### src/rtl/sw_array_ctrl.sv
// Control sequencer for the linear systolic Smith-Waterman PE array: shifts the query into
// the PE chain, streams the target into PE0, drains the wavefront and captures the best score.
module sw_array_ctrl #(
  parameter int PE_NUM     = 64,
  parameter int PE_IDX_BIT = 7,
  parameter int LEN_BIT    = 16,
  parameter int SCORE_BIT  = 16
) (
  input  logic                  clk,
  input  logic                  rst,
  input  logic                  start,
  input  logic [PE_IDX_BIT-1:0] s_len,
  input  logic [LEN_BIT-1:0]    t_len,
  output logic                  busy,
  output logic                  done,
  output logic                  err,
  output logic [SCORE_BIT-1:0]  score,
  output logic [PE_IDX_BIT-1:0] s_addr,
  input  logic [1:0]            s_data,
  output logic                  pe_s_shift,
  output logic [1:0]            pe_s_data,
  input  logic                  t_valid,
  input  logic [1:0]            t_data,
  output logic                  t_ready,
  output logic                  pe_enable,
  output logic                  pe_lock,
  output logic                  pe_newline,
  output logic [1:0]            pe_t,
  output logic                  pe_bubble,
  input  logic [SCORE_BIT-1:0]  max_in
);

  typedef enum logic [2:0] {IDLE, LOAD, RUN, DRAIN, DONE} state_t;

  localparam logic [PE_IDX_BIT-1:0] PE_NUM_N = PE_IDX_BIT'(PE_NUM);
  localparam logic [PE_IDX_BIT-1:0] LAST_IDX = PE_IDX_BIT'(PE_NUM - 1);
  localparam logic [PE_IDX_BIT:0]   PE_NUM_W = (PE_IDX_BIT + 1)'(PE_NUM);

  state_t                  state, stateNxt;
  logic [PE_IDX_BIT-1:0]   loadCnt, loadCntNxt;
  logic [PE_IDX_BIT-1:0]   drainCnt, drainCntNxt;
  logic [LEN_BIT-1:0]      tCnt, tCntNxt;
  logic [PE_IDX_BIT-1:0]   sLenReg, sLenNxt;
  logic [LEN_BIT-1:0]      tLenReg, tLenNxt;
  logic [PE_IDX_BIT:0]     loadSum;
  logic                    startOk;

  logic                    busyNxt, doneNxt, errNxt;
  logic [SCORE_BIT-1:0]    scoreNxt;
  logic [PE_IDX_BIT-1:0]   sAddrNxt;
  logic                    shiftNxt;
  logic [1:0]              shiftDataNxt;
  logic                    tReadyNxt, enableNxt, lockNxt, newlineNxt, bubbleNxt;
  logic [1:0]              peTNxt;

  // loadCnt + s_len <= PE_NUM marks a pad slot; the query fills the far end of the chain.
  assign loadSum = {1'b0, loadCnt} + {1'b0, sLenReg};
  assign startOk = (s_len != '0) && (s_len <= PE_NUM_N) && (t_len != '0);

  always_comb begin
    stateNxt     = state;
    loadCntNxt   = loadCnt;
    drainCntNxt  = drainCnt;
    tCntNxt      = tCnt;
    sLenNxt      = sLenReg;
    tLenNxt      = tLenReg;
    busyNxt      = busy;
    doneNxt      = 1'b0;
    errNxt       = 1'b0;
    scoreNxt     = score;
    sAddrNxt     = s_addr;
    shiftNxt     = 1'b0;
    shiftDataNxt = 2'd0;
    tReadyNxt    = 1'b0;
    enableNxt    = 1'b0;
    lockNxt      = 1'b0;
    newlineNxt   = 1'b0;
    peTNxt       = pe_t;
    bubbleNxt    = 1'b0;

    case (state)
      IDLE: begin
        if (start) begin
          if (startOk) begin
            stateNxt   = LOAD;
            sLenNxt    = s_len;
            tLenNxt    = t_len;
            loadCntNxt = '0;
            tCntNxt    = '0;
            busyNxt    = 1'b1;
            scoreNxt   = '0;
          end else begin
            errNxt = 1'b1;
          end
        end
      end

      LOAD: begin
        // Count 0 only issues the first address; shift k carries the data read for address k.
        if (loadCnt != '0) begin
          shiftNxt     = 1'b1;
          shiftDataNxt = (loadSum <= PE_NUM_W) ? 2'd0 : s_data;
        end
        if (loadCnt == PE_NUM_N) begin
          stateNxt  = RUN;
          tReadyNxt = 1'b1;
        end else begin
          if (!(loadSum < PE_NUM_W))
            sAddrNxt = LAST_IDX - loadCnt;
          loadCntNxt = loadCnt + 1'b1;
        end
      end

      RUN: begin
        enableNxt = 1'b1;
        tReadyNxt = 1'b1;
        if (t_valid) begin
          peTNxt     = t_data;
          newlineNxt = (tCnt == '0);
          tCntNxt    = tCnt + 1'b1;
          if (tCnt == tLenReg - 1'b1) begin
            stateNxt    = DRAIN;
            tReadyNxt   = 1'b0;
            drainCntNxt = sLenReg - 1'b1;
          end
        end else begin
          lockNxt = 1'b1;
        end
      end

      DRAIN: begin
        enableNxt = 1'b1;
        bubbleNxt = 1'b1;
        peTNxt    = 2'd0;
        if (drainCnt == '0)
          stateNxt = DONE;
        else
          drainCntNxt = drainCnt - 1'b1;
      end

      DONE: begin
        doneNxt  = 1'b1;
        busyNxt  = 1'b0;
        scoreNxt = max_in;
        stateNxt = IDLE;
      end

      default: stateNxt = IDLE;
    endcase
  end

  always_ff @(posedge clk or negedge rst) begin
    if (!rst) begin
      state      <= IDLE;
      loadCnt    <= '0;
      drainCnt   <= '0;
      tCnt       <= '0;
      sLenReg    <= '0;
      tLenReg    <= '0;
      busy       <= 1'b0;
      done       <= 1'b0;
      err        <= 1'b0;
      score      <= '0;
      s_addr     <= '0;
      pe_s_shift <= 1'b0;
      pe_s_data  <= 2'd0;
      t_ready    <= 1'b0;
      pe_enable  <= 1'b0;
      pe_lock    <= 1'b0;
      pe_newline <= 1'b0;
      pe_t       <= 2'd0;
      pe_bubble  <= 1'b0;
    end else begin
      state      <= stateNxt;
      loadCnt    <= loadCntNxt;
      drainCnt   <= drainCntNxt;
      tCnt       <= tCntNxt;
      sLenReg    <= sLenNxt;
      tLenReg    <= tLenNxt;
      busy       <= busyNxt;
      done       <= doneNxt;
      err        <= errNxt;
      score      <= scoreNxt;
      s_addr     <= sAddrNxt;
      pe_s_shift <= shiftNxt;
      pe_s_data  <= shiftDataNxt;
      t_ready    <= tReadyNxt;
      pe_enable  <= enableNxt;
      pe_lock    <= lockNxt;
      pe_newline <= newlineNxt;
      pe_t       <= peTNxt;
      pe_bubble  <= bubbleNxt;
    end
  end

endmodule

### config.mk
export PLATFORM = sky130hd
export DESIGN_NAME = sw_array_ctrl
export DESIGN_NICKNAME = d
export VERILOG_FILES = /design/src/rtl/sw_array_ctrl.sv
export SDC_FILE = /design/constraint.sdc
export NUM_CORES = 1
export LEC_CHECK = 0
export CAP_MARGIN = 20
export CORE_MARGIN = 5
export CORE_UTILIZATION = 45
export CTS_BUF_LIST = sky130_fd_sc_hd__clkbuf_8
export CTS_CLUSTER_SIZE = 24
export DETAILED_ROUTE_END_ITERATION = 12
export DONT_BUFFER_PORTS = 1
export PLACE_DENSITY_LB_ADDON = 0.15
export SKIP_LAST_GASP = 1
export SYNTH_ARGS = -nofsm -noshare
export SYNTH_HDL_FRONTEND = slang
export SYNTH_SLANG_ARGS = --single-unit
### constraint.sdc
create_clock -name clk -period 4.2 [get_ports clk]
set_input_delay 1.05 -clock clk [delete_from_list [all_inputs] [get_ports clk]]
set_output_delay 1.05 -clock clk [all_outputs]
set_load 0.005 [all_outputs]
==> summary.txt, run 1 <==
Synth
  • XOR/XNOR share of the synthesized area: 5.999%
  • Synth cell types: 66
  • Synth Cell Area: roughly 5000 sq um
  • Main synth FF type: dfrtp_1
  • Yosys reg bits: 92
  • Mux contribution to synthesized area: under 10%
  • Post-synth EDFFs: 0
  • Largest family of logic cells by synthesized area: simple AND/OR/NAND/NOR gates
  • Post-synthesis average cell area: 9.291 sq um
  • Post-synthesis cell count: 550
  • Sequential area share after synthesis: a little under half
  • Asr flop ratio synth: 100.0%
  • Simple-gate share of the synthesized area: 23.87%
  • Synth Area in Compound Gates: 14.89%
  • Post-synthesis adder-cell area fraction: 3.575%
  • Ys Warns: 0
  • Net Count, Synth: 611

CTS
  • Resize count post-CTS: 0
  • Clk sink count: 92
  • Clock latency on the worst-skew pair: between 0.3 and 0.4 ns
  • Clock buffer depth: 2
  • CTS H-tree lvls: 3
  • Post-CTS Setup Inserts: 0
  • Post-CTS Hold Buffers: 0
  • Clock root buffer: clkbuf_8
  • TritonCTS Buffers: 9
  • Clock slew at reported path FFs: 0.10 ns
  • TritonCTS clock tree: built

Timing
  • Final hold vios: 0
  • Post-route minimum period: between 3 and 4 ns
  • FMAX: between 300 and 400 MHz
  • Slew headroom: 46.97%
  • Skew final: 0.01419 ns
  • Final setup viols: 0
  • Setup slack after layout: 0.9353 ns
  • Slew Limit Fails: 0
  • Worst slew pin tran: 0.7954 ns
  • Final setup TNS: 0 ns
  • RSZ-0062 raised after global routing: no
  • Crit share post-route: between 70% and 80%

Global route
  • Met2 Use GR: 29.41%
  • Initial antenna violation count: 0
  • Met3 Usage GRT: ~4.7%
  • Number of global-route vias before repair: approximately 4000
  • Global route hottest layer: met2
  • Pin count of the biggest net entering global routing: 93
  • Met1 Use GR: 24.07%
  • GRT overflow: 0
  • Global-route wire length before repair: 19660 um
  • Tot GR Track Use: 18.49%

Placement
  • GPL Wtd Cong: around 0.86
  • HPWL after detailed placement: 8882 um
  • DP Worst Slack: between 0.7 and 0.8 ns
  • Placed cells: approximately 670
  • Cell Area, Placed: 5216 sq um
  • I/O Buffers: 0

Setup path
  • CP delay by family, top: simple AND/OR/NAND/NOR gates
  • Critical-path maximum fanout: 11
  • Required time of the critical path: roughly 4.5 ns
  • Worst Path Buf+Inv: 0
  • Critical path, cell by cell: or4_4 -> nor4b_4 -> mux2_1 -> a31oi_1 -> o2111ai_2 -> or4_1 -> o211a_1
  • CP max stage delay: 0.61 ns
  • CP Capture Type: flop
  • Worst path slowest cell: or4_4
  • WP data arrival: 3.55 ns
  • Crit path kind: reg2reg
  • Crit start category: flop
  • Crit Reg-Reg Startpoint: tLenReg[4]
  • Crit path from: tLenReg[4]

Floorplanning
  • Row cnt: 39
  • Die H: between 100 and 150 um
  • Die width: approximately 120 um
  • Core box area: 11270 sq um
  • DIE AREA: 13590 sq um
  • Ports: 83
  • Initial cell density of the core: 45.33%

Power and ir drop
  • VDD IR max: a little over 300 uV
  • Total power: between 3 and 4 mW
  • PwrDens: between 600 and 700 nW/um^2
  • Leak: 2.478 nW

Route
  • Drt wl/cell: 17.78 um
  • 1st-pass router iterations: 4
  • Via density: 5.782
  • 1st-iter DRT viols: 261
  • Drc violations: 0
  • Final ANT Viol Nets: 0
  • Via count: between 3000 and 4000
  • DRT Wirelength: 12220 um

Finish
  • Area Growth Syn to Fin: 7.101%
  • Fillers: 1060
  • Final Cell Area: roughly 5500 sq um
  • # diodes: 0
  • Layout cells sized above 1: 6.985%
  • Non-Filler Instances: 687
  • Layout net count: 600

Run status
  • Status: finished clean

Flow run
  • # Max-Cap Violations: 0

Hold path
  • Hold/Removal Path Class: in2async
==> registers in the layout, summed over array words and instances (netlist names), 2 cells and up <==
name,cells
state,3
tLenReg,16
pe_t,2
loadCnt,7
score,16
tCnt,16
sLenReg,7
s_addr,7
drainCnt,7
pe_s_data,2
==> cells in the final DEF, fill, tap and decap left out, drive strengths merged, types with 3 or more instances in the layout <==
cell / Yosys / routed
nand2b: 7 / 7
and4: 4 / 4
mux2: 5 / 5
nor3: 14 / 14
nor2b: 8 / 8
nand3: 14 / 14
ha: 13 / 13
o21ai: 16 / 16
mux2i: 8 / 8
nor2: 48 / 48
o211ai: 6 / 6
nor3b: 3 / 3
bufinv: 0 / 3
a22o: 19 / 19
o31ai: 5 / 5
or4: 7 / 7
xor2: 23 / 23
and2: 5 / 5
or3: 4 / 4
clkbuf: 22 / 10
a21oi: 17 / 17
nor4b: 4 / 4
nand4: 9 / 9
dfrtp: 92 / 92
inv: 20 / 22
a211oi: 7 / 7
nor4: 13 / 13
xnor2: 12 / 12
a31oi: 4 / 4
and3: 5 / 5
a21o: 6 / 6
nand3b: 4 / 4
buf: 5 / 5
nand2: 95 / 95
==> metrics by stage <==
stage	hold WS, ns	utilization (%)
finish	0.3471	48.55
global route	0.3198	48.55
CTS	0.3183	48.55
detailed placement	0.5140	46.28
global placement	0.5153	46.28
floorplan	0.4652	-
==> synthesized netlist by cell type, types with 4 or more instances <==
cell type,number,area [sq um]
clkbuf_1,20,75.07
a22o_1,19,166.4
or4_1,5,37.54
o31ai_1,5,37.54
a31oi_1,4,25.02
o21ai_0,16,80.08
inv_1,20,75.07
and2_1,5,31.28
nand2_1,95,356.6
nand4_1,9,56.30
nor4_1,13,81.33
ha_1,13,162.7
dfrtp_1,92,2302
nand3_1,14,70.07
nor3_1,14,70.07
and3_1,5,31.28
mux2i_1,8,80.08
xor2_1,23,201.4
a21oi_1,16,80.08
a21o_1,6,45.04
a211oi_1,7,52.55
o211ai_1,6,45.04
nand3b_1,4,30.03
xnor2_1,12,105.1
nor2_1,48,180.2
nor2b_1,8,50.05
nand2b_1,7,43.79
==> report_power, final <==
part	total [mW]	switching, mW	internal, mW
Combinational	1.25	0.676	0.572
Sequential	1.47	0.343	1.13
Clock	0.767	0.348	0.419
==> final cells by class <==
| class | instances | area (sq um) | area share, % |
|---|---|---|---|
| clock buffer | 10 | 137.6 | 2.515 |
| clock inverter | 6 | 118.9 | 2.172 |
| inverter | 20 | 75.07 | 1.372 |
| multi-input combinational | 411 | 2610 | 47.69 |
| sequential | 92 | 2302 | 42.07 |
| tap | 143 | 178.9 | 3.269 |
| timing repair buffer | 5 | 50.05 | 0.9145 |
==> cells by family after synthesis <==
logic type,Yosys count
AND/OR/NAND/NOR,247
AO/OA/AOI/OAI,102
flip-flops,92
buffers and inverters,47
XOR/XNOR,35
adder cells (fa/ha/maj),14
multiplexers,13
==> metal layers <==
metal / routed length [um] / part of all wire, % / vias up
li1: - / - / 1925
met1: 5391 / 44 / 1937
met2: 5896 / 48 / 89
met3: 662 / 5.4 / 21
met4: 264 / 2.2 / 0
met5: 0 / 0 / -
==> path summary, 6_finish.rpt <==
kind / end / depth (start not counted) / slack (ns)
max: drainCnt[2] / 7 / 0.94
max reg2reg: drainCnt[2] / 7 / 0.94
min in group clk: score[3] / 1 / 0.53
min: sLenReg[2] / 0 / 0.35
min reg2reg: score[3] / 1 / 0.53
max in group asynchronous: score[7] / 0 / 3.72
(Power assumes the default switching activity.)
==> inputs of run 2 (changes only) <==
- clock period: 4.2 -> 3.2 ns (I/O delays scaled with it)
==> summary.txt, run 2 (same netlist as run 1, synthesis figures left out) <==
Route
  • 1st-iter DRT viols: 320
  • Final ANT Viol Nets: 0
  • Via count: 3983
  • DRT Wirelength: 12290 um
  • Via density: between 5 and 6
  • Drc violations: 0
  • Drt wl/cell: 17.61 um
  • 1st-pass router iterations: 4

Power and ir drop
  • Leak: between 2 and 2.5 nW
  • PwrDens: 799.3 nW/um^2
  • VDD IR max: 379.9 uV

Setup path
  • CP max stage delay: 0.60 ns
  • Crit start category: flop
  • Crit path kind: reg2reg
  • Reg2Reg Depth: 7
  • Worst path slowest cell: or4_4
  • Required time of the critical path: 3.48 ns
  • CP Capture Type: flop
  • WP data arrival: 3.20 ns
  • Critical path, cell by cell: or4_4 -> nor4b_4 -> mux2_1 -> a31oi_1 -> o2111ai_2 -> or4_1 -> o211a_1
  • Critical-path maximum fanout: 6

Finish
  • Area Growth Syn to Fin: 7.101%
  • Layout cells sized above 1: around 9%
  • Top Registers: score (16), tCnt (16), tLenReg (16)
  • # diodes: 0
  • Final Cell Area: 5473 sq um
  • Layout net count: ~610
  • Commonest non-fill, non-tap cell in the layout: nand2_1
  • Non-Filler Instances: between 600 and 700
  • Commonest cells after routing, fill and taps aside: nand2_1, dfrtp_1, nor2_1
  • Util after Layout: 48.55%

Timing
  • Final hold vios: 0
  • Final setup viols: 0
  • Worst slew pin tran: 0.6195 ns
  • Final setup TNS: 0 ns
  • Post-route minimum period: 2.918 ns
  • Slew headroom: 58.32%
  • Crit share post-route: 91.20%
  • RSZ-0062 raised after global routing: no
  • Skew final: 0.01136 ns
  • Slew Limit Fails: 0
  • FMAX: 342.6 MHz
  • WHS: roughly 0.099 ns

Floorplanning
  • Initial cell density of the core: between 40 and 50%
  • DIE AREA: around 14000 sq um
  • Die width: 116.6 um
  • Row cnt: 39
  • Ports: 83
  • Die H: between 100 and 150 um
  • Core box area: 11270 sq um

Flow run
  • # Max-Cap Violations: 0

CTS
  • TritonCTS clock tree: built
  • Post-CTS Setup Inserts: 0
  • Post-CTS Hold Buffers: 0
  • Clock buffer depth: 2
  • CTS H-tree lvls: 3
  • Clock root buffer: clkbuf_8
  • Resize count post-CTS: 0
  • Clock latency on the worst-skew pair: 0.39 ns
  • Clk sink count: 92
  • TritonCTS Buffers: 9
  • Clock slew at reported path FFs: 0.09 ns

Global route
  • Initial antenna violation count: 0
  • Global-route wire length before repair: slightly above 20000 um
  • Pin count of the biggest net entering global routing: 93
  • GRT overflow: 0
  • Tot GR Track Use: 19.36%
  • Number of global-route vias before repair: 4079

Placement
  • GPL Wtd Cong: 0.8175
  • Cell Area, Placed: ~5300 sq um
  • Placed cells: slightly below 700
  • I/O Buffers: 0
  • HPWL after detailed placement: between 9000 and 10000 um

Hold path
  • Hold/Removal Path Class: in2async

Run status
  • Status: finished clean
[run 2: changes by cell type in the layout (fill, tap and decap cells not counted)]
cell,previous run,this run
buf_4,4,19
clkinvlp_4,0,1
inv_8,1,0
clkbuf_8,10,11
bufinv_16,3,0
inv_6,1,0
buf_12,1,0
clkinv_4,1,0
clkinv_2,0,1
[run 2: per-stage QoR]
step	power (mW)	setup slack, ns
floorplan	3.186	0.3924
global placement	3.630	0.2460
detailed placement	3.685	0.2050
CTS	4.414	0.2659
global route	4.767	0.05628
finish	4.375	0.2815
[run 2: worst max-delay path, delay by kind of cell (launching register included)]
family	cells	cell delay, ns
multiplexers	1	0.36
flip-flops	1	0.44
AND/OR/NAND/NOR	3	1.44
AO/OA/AOI/OAI	3	0.59
[run 2: report_power, final]
| part | switching, mW | total (mW) | internal [mW] |
|---|---|---|---|
| Sequential | 0.392 | 1.87 | 1.48 |
| Clock | 0.405 | 0.715 | 0.311 |
| Combinational | 0.973 | 1.79 | 0.815 |
[run 2: layout make-up]
class | instances | area, sq um
multi-input cells | 411 | 2610
clock buffers | 11 | 151.4
repair buffers | 19 | 142.6
well taps | 143 | 178.9
fillers | 1080 | 5799
clock inverters | 2 | 12.51
inverters | 20 | 75.07
flip-flops and latches | 92 | 2302
[run 2: final timing paths]
check / start / endpoint / slack (ns)
min in group clk: t_valid / pe_lock / 0.47
setup / recovery: tLenReg[0] / drainCnt[2] / 0.28
max in group asynchronous: rst / tLenReg[8] / 2.93
hold reg to reg: score[3] / score[3] / 0.53
setup reg to reg: tLenReg[0] / drainCnt[2] / 0.28
hold / removal: rst / sLenReg[0] / 0.1
[run 2: metal layers]
layer | GRT usage [%] | wire length, um | vias to the layer above
met1 | 25.98 | 5539 | 1923
met2 | 29.52 | 5850 | 85
li1 | - | - | 1952
met4 | 8.104 | 301 | 0
met3 | 5.440 | 600 | 23
met5 | 0 | 0 | -
==> patch 1: new RTL, config.mk and constraints of run 2 <==
Re-encode `state_t` (5 states) as one-hot, 5 bits wide.
--- a/src/rtl/sw_array_ctrl.sv
+++ b/src/rtl/sw_array_ctrl.sv
@@ -32,3 +32,3 @@
 
-  typedef enum logic [2:0] {IDLE, LOAD, RUN, DRAIN, DONE} state_t;
+  typedef enum logic [4:0] {IDLE = 5'b00001, LOAD = 5'b00010, RUN = 5'b00100, DRAIN = 5'b01000, DONE = 5'b10000} state_t;
 
Formal check against the unedited RTL: no difference found for any inputs over 10 cycles, from zero or initial values and one cycle with rst low; not proved beyond that.
==> patch 1 against run 2 <==
Count of clock-buffer cells in the layout down 1; wire length grew 0.52%; core utilization increased by 1.4 points; worst setup slack got worse by 0.15 ns; highest routed layer unchanged; design area rose by 2.9%; synthesized area rose by 0.17%; sequential cell count grew 2; critical endpoint is now drainCnt[0]$_DFFE_PN0P_.
Power is not compared: it rests on default switching activity, and its combinational part moved more than twofold at a synthesized area within 25%.
==> patch 1: results (changes against run 2) <==
Worst EP arrival=3.34 ns (was 3.20 ns); Hold/Removal Path Class=in -> async (unchanged); Regs by FF count=score x16, tCnt x16, tLenReg x16 (unchanged); leakage=2.52 nW; Most used DFF post-synth=dfrtp_1 (unchanged); Antenna Cells=0 (unchanged); Port-buffer cells=0 (unchanged); post-synthesis sequential area ratio=46.0% (was 45.1%); Synth Net Count=646 (was 611); DRT Pass-1 Iters=4 (unchanged); Setup WS pre-CTS=0.0283 ns (was 0.205 ns); Cell Count, Final, Fillers Out=738 (was 698); fraction of registers with async set/reset=100% (unchanged); Filler Cell Count=1,072 (was 1,080); CTS Root Cell=clkbuf_8 (unchanged); Total GRT Usage=18.9% (was 19.4%); total number of vias=4,143 (was 3,983); Adder-Cell Fraction of Synth Area=3.57% (about the same); drt wl/cell=16.7 um (was 17.6 um); CTS H-tree lvls=3 (unchanged); main combinational cell family by area after synthesis=simple AND/OR/NAND/NOR gates (unchanged); number of global-route vias before repair=4,031 (was 4,079); initial antenna violation count=0 (unchanged); max_slew headroom=58.2% (was 58.3%); compound-cell area share of the yosys netlist=10.3% (was 14.9%); CP Max Fanout=7 (was 6); Post-synth top cells=nand2_1, dfrtp_1, nor2_1 (unchanged); Clock Path Buffers=2 (unchanged); status=finished clean (unchanged); maximum VDD drop=0.000246 V; fraction of layout cells with a size suffix above 1=9.75% (was 8.83%); xor and xnor area share after synthesis=6.67% (was 6.00%); mux cell area share after synthesis=2.44% (was 2.74%); Warnings, synthesis=0 (unchanged); DR iter-0 viols=303 (was 320); post-synthesis cell type count=60 (was 66); first-pass GRT wire length=20,100 um (was 20,500 um); CTS Buf Count=9 (unchanged); clock skew=0.0152 ns (was 0.0114 ns); DPL Wire Length=9120 um (was 9090 um); syn avg cell area=8.75 sq um (was 9.29 sq um); Final ANT Viol Nets=0 (unchanged); Inst Count DP=721 (was 685); worst-skew pair later-pin latency=0.39 ns (about the same); largest net degree at the start of global routing=95 (was 93); Reg clk slew, reported paths=0.10 ns; Synth area leaders=dfrtp_1, nand2_1, xnor2_1, nor2_1, o21ai_0 (was dfrtp_1, nand2_1, xor2_1, nor2_1, a22o_1); Routability Congestion=0.871 (was 0.818)
==> patch 1: cell type report <==
cell class	instances	share of cell area, %
Sequential cell	94	41.8
Multi-Input combinational cell	444	46.4
Timing Repair Buffer	18	2.62
Clock inverter	5	1.91
Clock buffer	10	2.44
Tap cell	143	3.18
Inverter	24	1.60
==> patch 1: repair_timing <==
item	CTS	global route
setup endpoints to repair	0	12
resized for setup	0	6
setup buffers	0	2
endpoints found under the hold margin	0	0
hold buffers	0	0
==> patch 1: critical path, stage by stage, from the launching register on <==
cell,delay (ns)
dfrtp_1,0.40
inv_1,0.08
ha_2,0.19
or4b_4,0.48
or4_4,0.53
o21ai_2,0.15
o21ai_1,0.08
or4_4,0.44
o22ai_4,0.27
mux2_4,0.33
==> patch 1: routing by layer <==
metal / vias up / track usage, % / share of wire, %
li1: 2028 / - / -
met1: 2005 / 25.5 / 45
met2: 90 / 30.1 / 48
met3: 20 / 3.37 / 5.0
met4: 0 / 7.57 / 2.2
met5: - / 0 / 0
==> patch 1: worst paths after layout <==
path / start / endpoint / slack (ns) / depth (start not counted)
worst max-delay path: tLenReg[1]$_DFFE_PN0P_ / drainCnt[0]$_DFFE_PN0P_ / 0.13 / 9
worst min-delay path: rst / pe_s_shift$_DFF_PN0_ / 0.09 / 0
worst max register to register: tLenReg[1]$_DFFE_PN0P_ / drainCnt[0]$_DFFE_PN0P_ / 0.13 / 9
worst min register to register: tLenReg[15]$_DFFE_PN0P_ / tLenReg[15]$_DFFE_PN0P_ / 0.50 / 2
max in group asynchronous: rst / state[0]$_DFFE_PN1P_ / 2.90 / 0
min in group clk: t_valid / pe_lock$_DFF_PN0_ / 0.46 / 1
==> patch 1: cell families (layout without fill, tap and decap cells) <==
| group | after synthesis | in the layout |
|---|---|---|
| XOR/XNOR | 39 | 39 |
| multiplexers | 12 | 12 |
| AO/OA/AOI/OAI | 85 | 85 |
| buffers and inverters | 47 | 57 |
| flip-flops | 94 | 94 |
| AND/OR/NAND/NOR | 294 | 294 |
| adder cells (fa/ha/maj) | 14 | 14 |
==> patch 1: power by group <==
part	leakage, nW	internal [W]	total (W)	switching (W)
registers	1.25	0.00132	0.00148	0.000160
logic	1.16	0.000304	0.000665	0.000361
clock network	0.123	0.000539	0.000974	0.000436
total	2.52	0.00216	0.00312	0.000957
==> patch 1: stage by stage <==
stage / power [W] / area (sq um) / hold WS (ns)
global route: 0.00331 / 5630 / 0.0680
finish: 0.00312 / 5630 / 0.0941
floorplan: 0.00196 / 5120 / 0.465
CTS: 0.00314 / 5590 / 0.0737
detailed placement: 0.00216 / 5350 / 0.487
global placement: 0.00213 / 5350 / 0.485
==> patch 2: new RTL, config.mk and constraints of run 2 <==
Without the edit above. Set the parameter `LEN_BIT` to 32 (it was 16).
--- a/src/rtl/sw_array_ctrl.sv
+++ b/src/rtl/sw_array_ctrl.sv
@@ -5,3 +5,3 @@
   parameter int PE_IDX_BIT = 7,
-  parameter int LEN_BIT    = 16,
+  parameter int LEN_BIT    = 32,
   parameter int SCORE_BIT  = 16
Interface: changed (resized t_len); port bits go from 83 to 99. The function was not compared with the original's and may differ.
==> patch 2 against run 2 <==
Sequential cell count grew 32; hold slack lost 0.056 ns; power grew 48%; wire length grew 44%; worst setup slack lost 0.14 ns; synthesized area grew 38%; sequential share of layout area shrank 2.7 points; design area grew 44%; critical endpoint is now drainCnt[3]$_DFFE_PN0P_; largest cell class unchanged; highest routed layer unchanged.
==> patch 2: results (changes against run 2) <==
Post-synth top cells=dfrtp_1, nor2_1, nand2_1 (was nand2_1, dfrtp_1, nor2_1); final period utilization=95.7% (was 91.2%); Cell Area, Placed=7430 sq um (was 5310 sq um); syn avg cell area=9.83 sq um (was 9.29 sq um); fraction of layout cells with a size suffix above 1=17.0% (was 8.83%); worst-skew pair later-pin latency=0.44 ns (was 0.39 ns); fin nets=812 (was 614); multi-input gates=541 (was 411); Routability Congestion=0.943 (was 0.818); Synth Net Count=792 (was 611); Inst Count DP=926 (was 685); floorplan row count=45 (was 39); CTS Buf Count=17 (was 9); Power Clock=0.00145 W (was 0.000715 W); first-pass GRT wire length=28,900 um (was 20,500 um); Adder-Cell Fraction of Synth Area=2.60% (was 3.57%); mux cell area share after synthesis=8.39% (was 2.74%); Sw Share=37.7% (was 40.5%); largest net degree at the start of global routing=125 (was 93); compound-cell area share of the yosys netlist=10.3% (was 14.9%); maximum VDD drop=0.000359 V (was 0.000380 V); Synth area leaders=dfrtp_1, mux2_2, xor2_1, xnor2_1, nor2_1 (was dfrtp_1, nand2_1, xor2_1, nor2_1, a22o_1); slowest stage delay, CP=0.43 ns (was 0.60 ns); post-synthesis sequential area ratio=44.2% (was 45.1%); status=finished clean (unchanged); clock skew=0.00756 ns (was 0.0114 ns); DR iter-0 viols=259 (was 320); final hold slack=0.0435 ns (was 0.0990 ns); DPL Wire Length=13,100 um (was 9090 um); non-clock buffer share of cell area=3.46% (was 2.61%); FF+latch area=3100 sq um (was 2300 sq um); DR vias/cell=5.81 (was 5.71); CTS H-tree lvls=4 (was 3); internal power=0.00402 W (was 0.00260 W); Total GRT Usage=20.1% (was 19.4%); Worst EP arrival=3.43 ns (was 3.20 ns)
==> patch 2: routing by layer <==
| layer | global-route usage (%) | vias to the layer above | routed length, um |
|---|---|---|---|
| li1 | - | 2630 | - |
| met1 | 27.3 | 2770 | 8280 |
| met2 | 30.4 | 149 | 8010 |
| met3 | 5.18 | 27 | 966 |
| met4 | 8.62 | 0 | 478 |
| met5 | 0.556 | - | 0 |
==> patch 2: worst paths after layout <==
kind                                           endpoint  depth (start not counted)
worst max-delay path            drainCnt[3]$_DFFE_PN0P_                         11
worst min-delay path                pe_bubble$_DFF_PN0_                          0
worst max register to register  drainCnt[3]$_DFFE_PN0P_                         11
worst min register to register         busy$_DFFE_PN0P_                          1
max in group asynchronous          tCnt[20]$_DFFE_PN0P_                          0
min in group clk                      pe_lock$_DFF_PN0_                          1
==> patch 2: repair_timing <==
item                                    4_1_cts  5_1_grt
gates resized for setup                       0        7
setup buffers                                 0        1
endpoints found under the setup margin        0        5
hold buffers                                  0        0
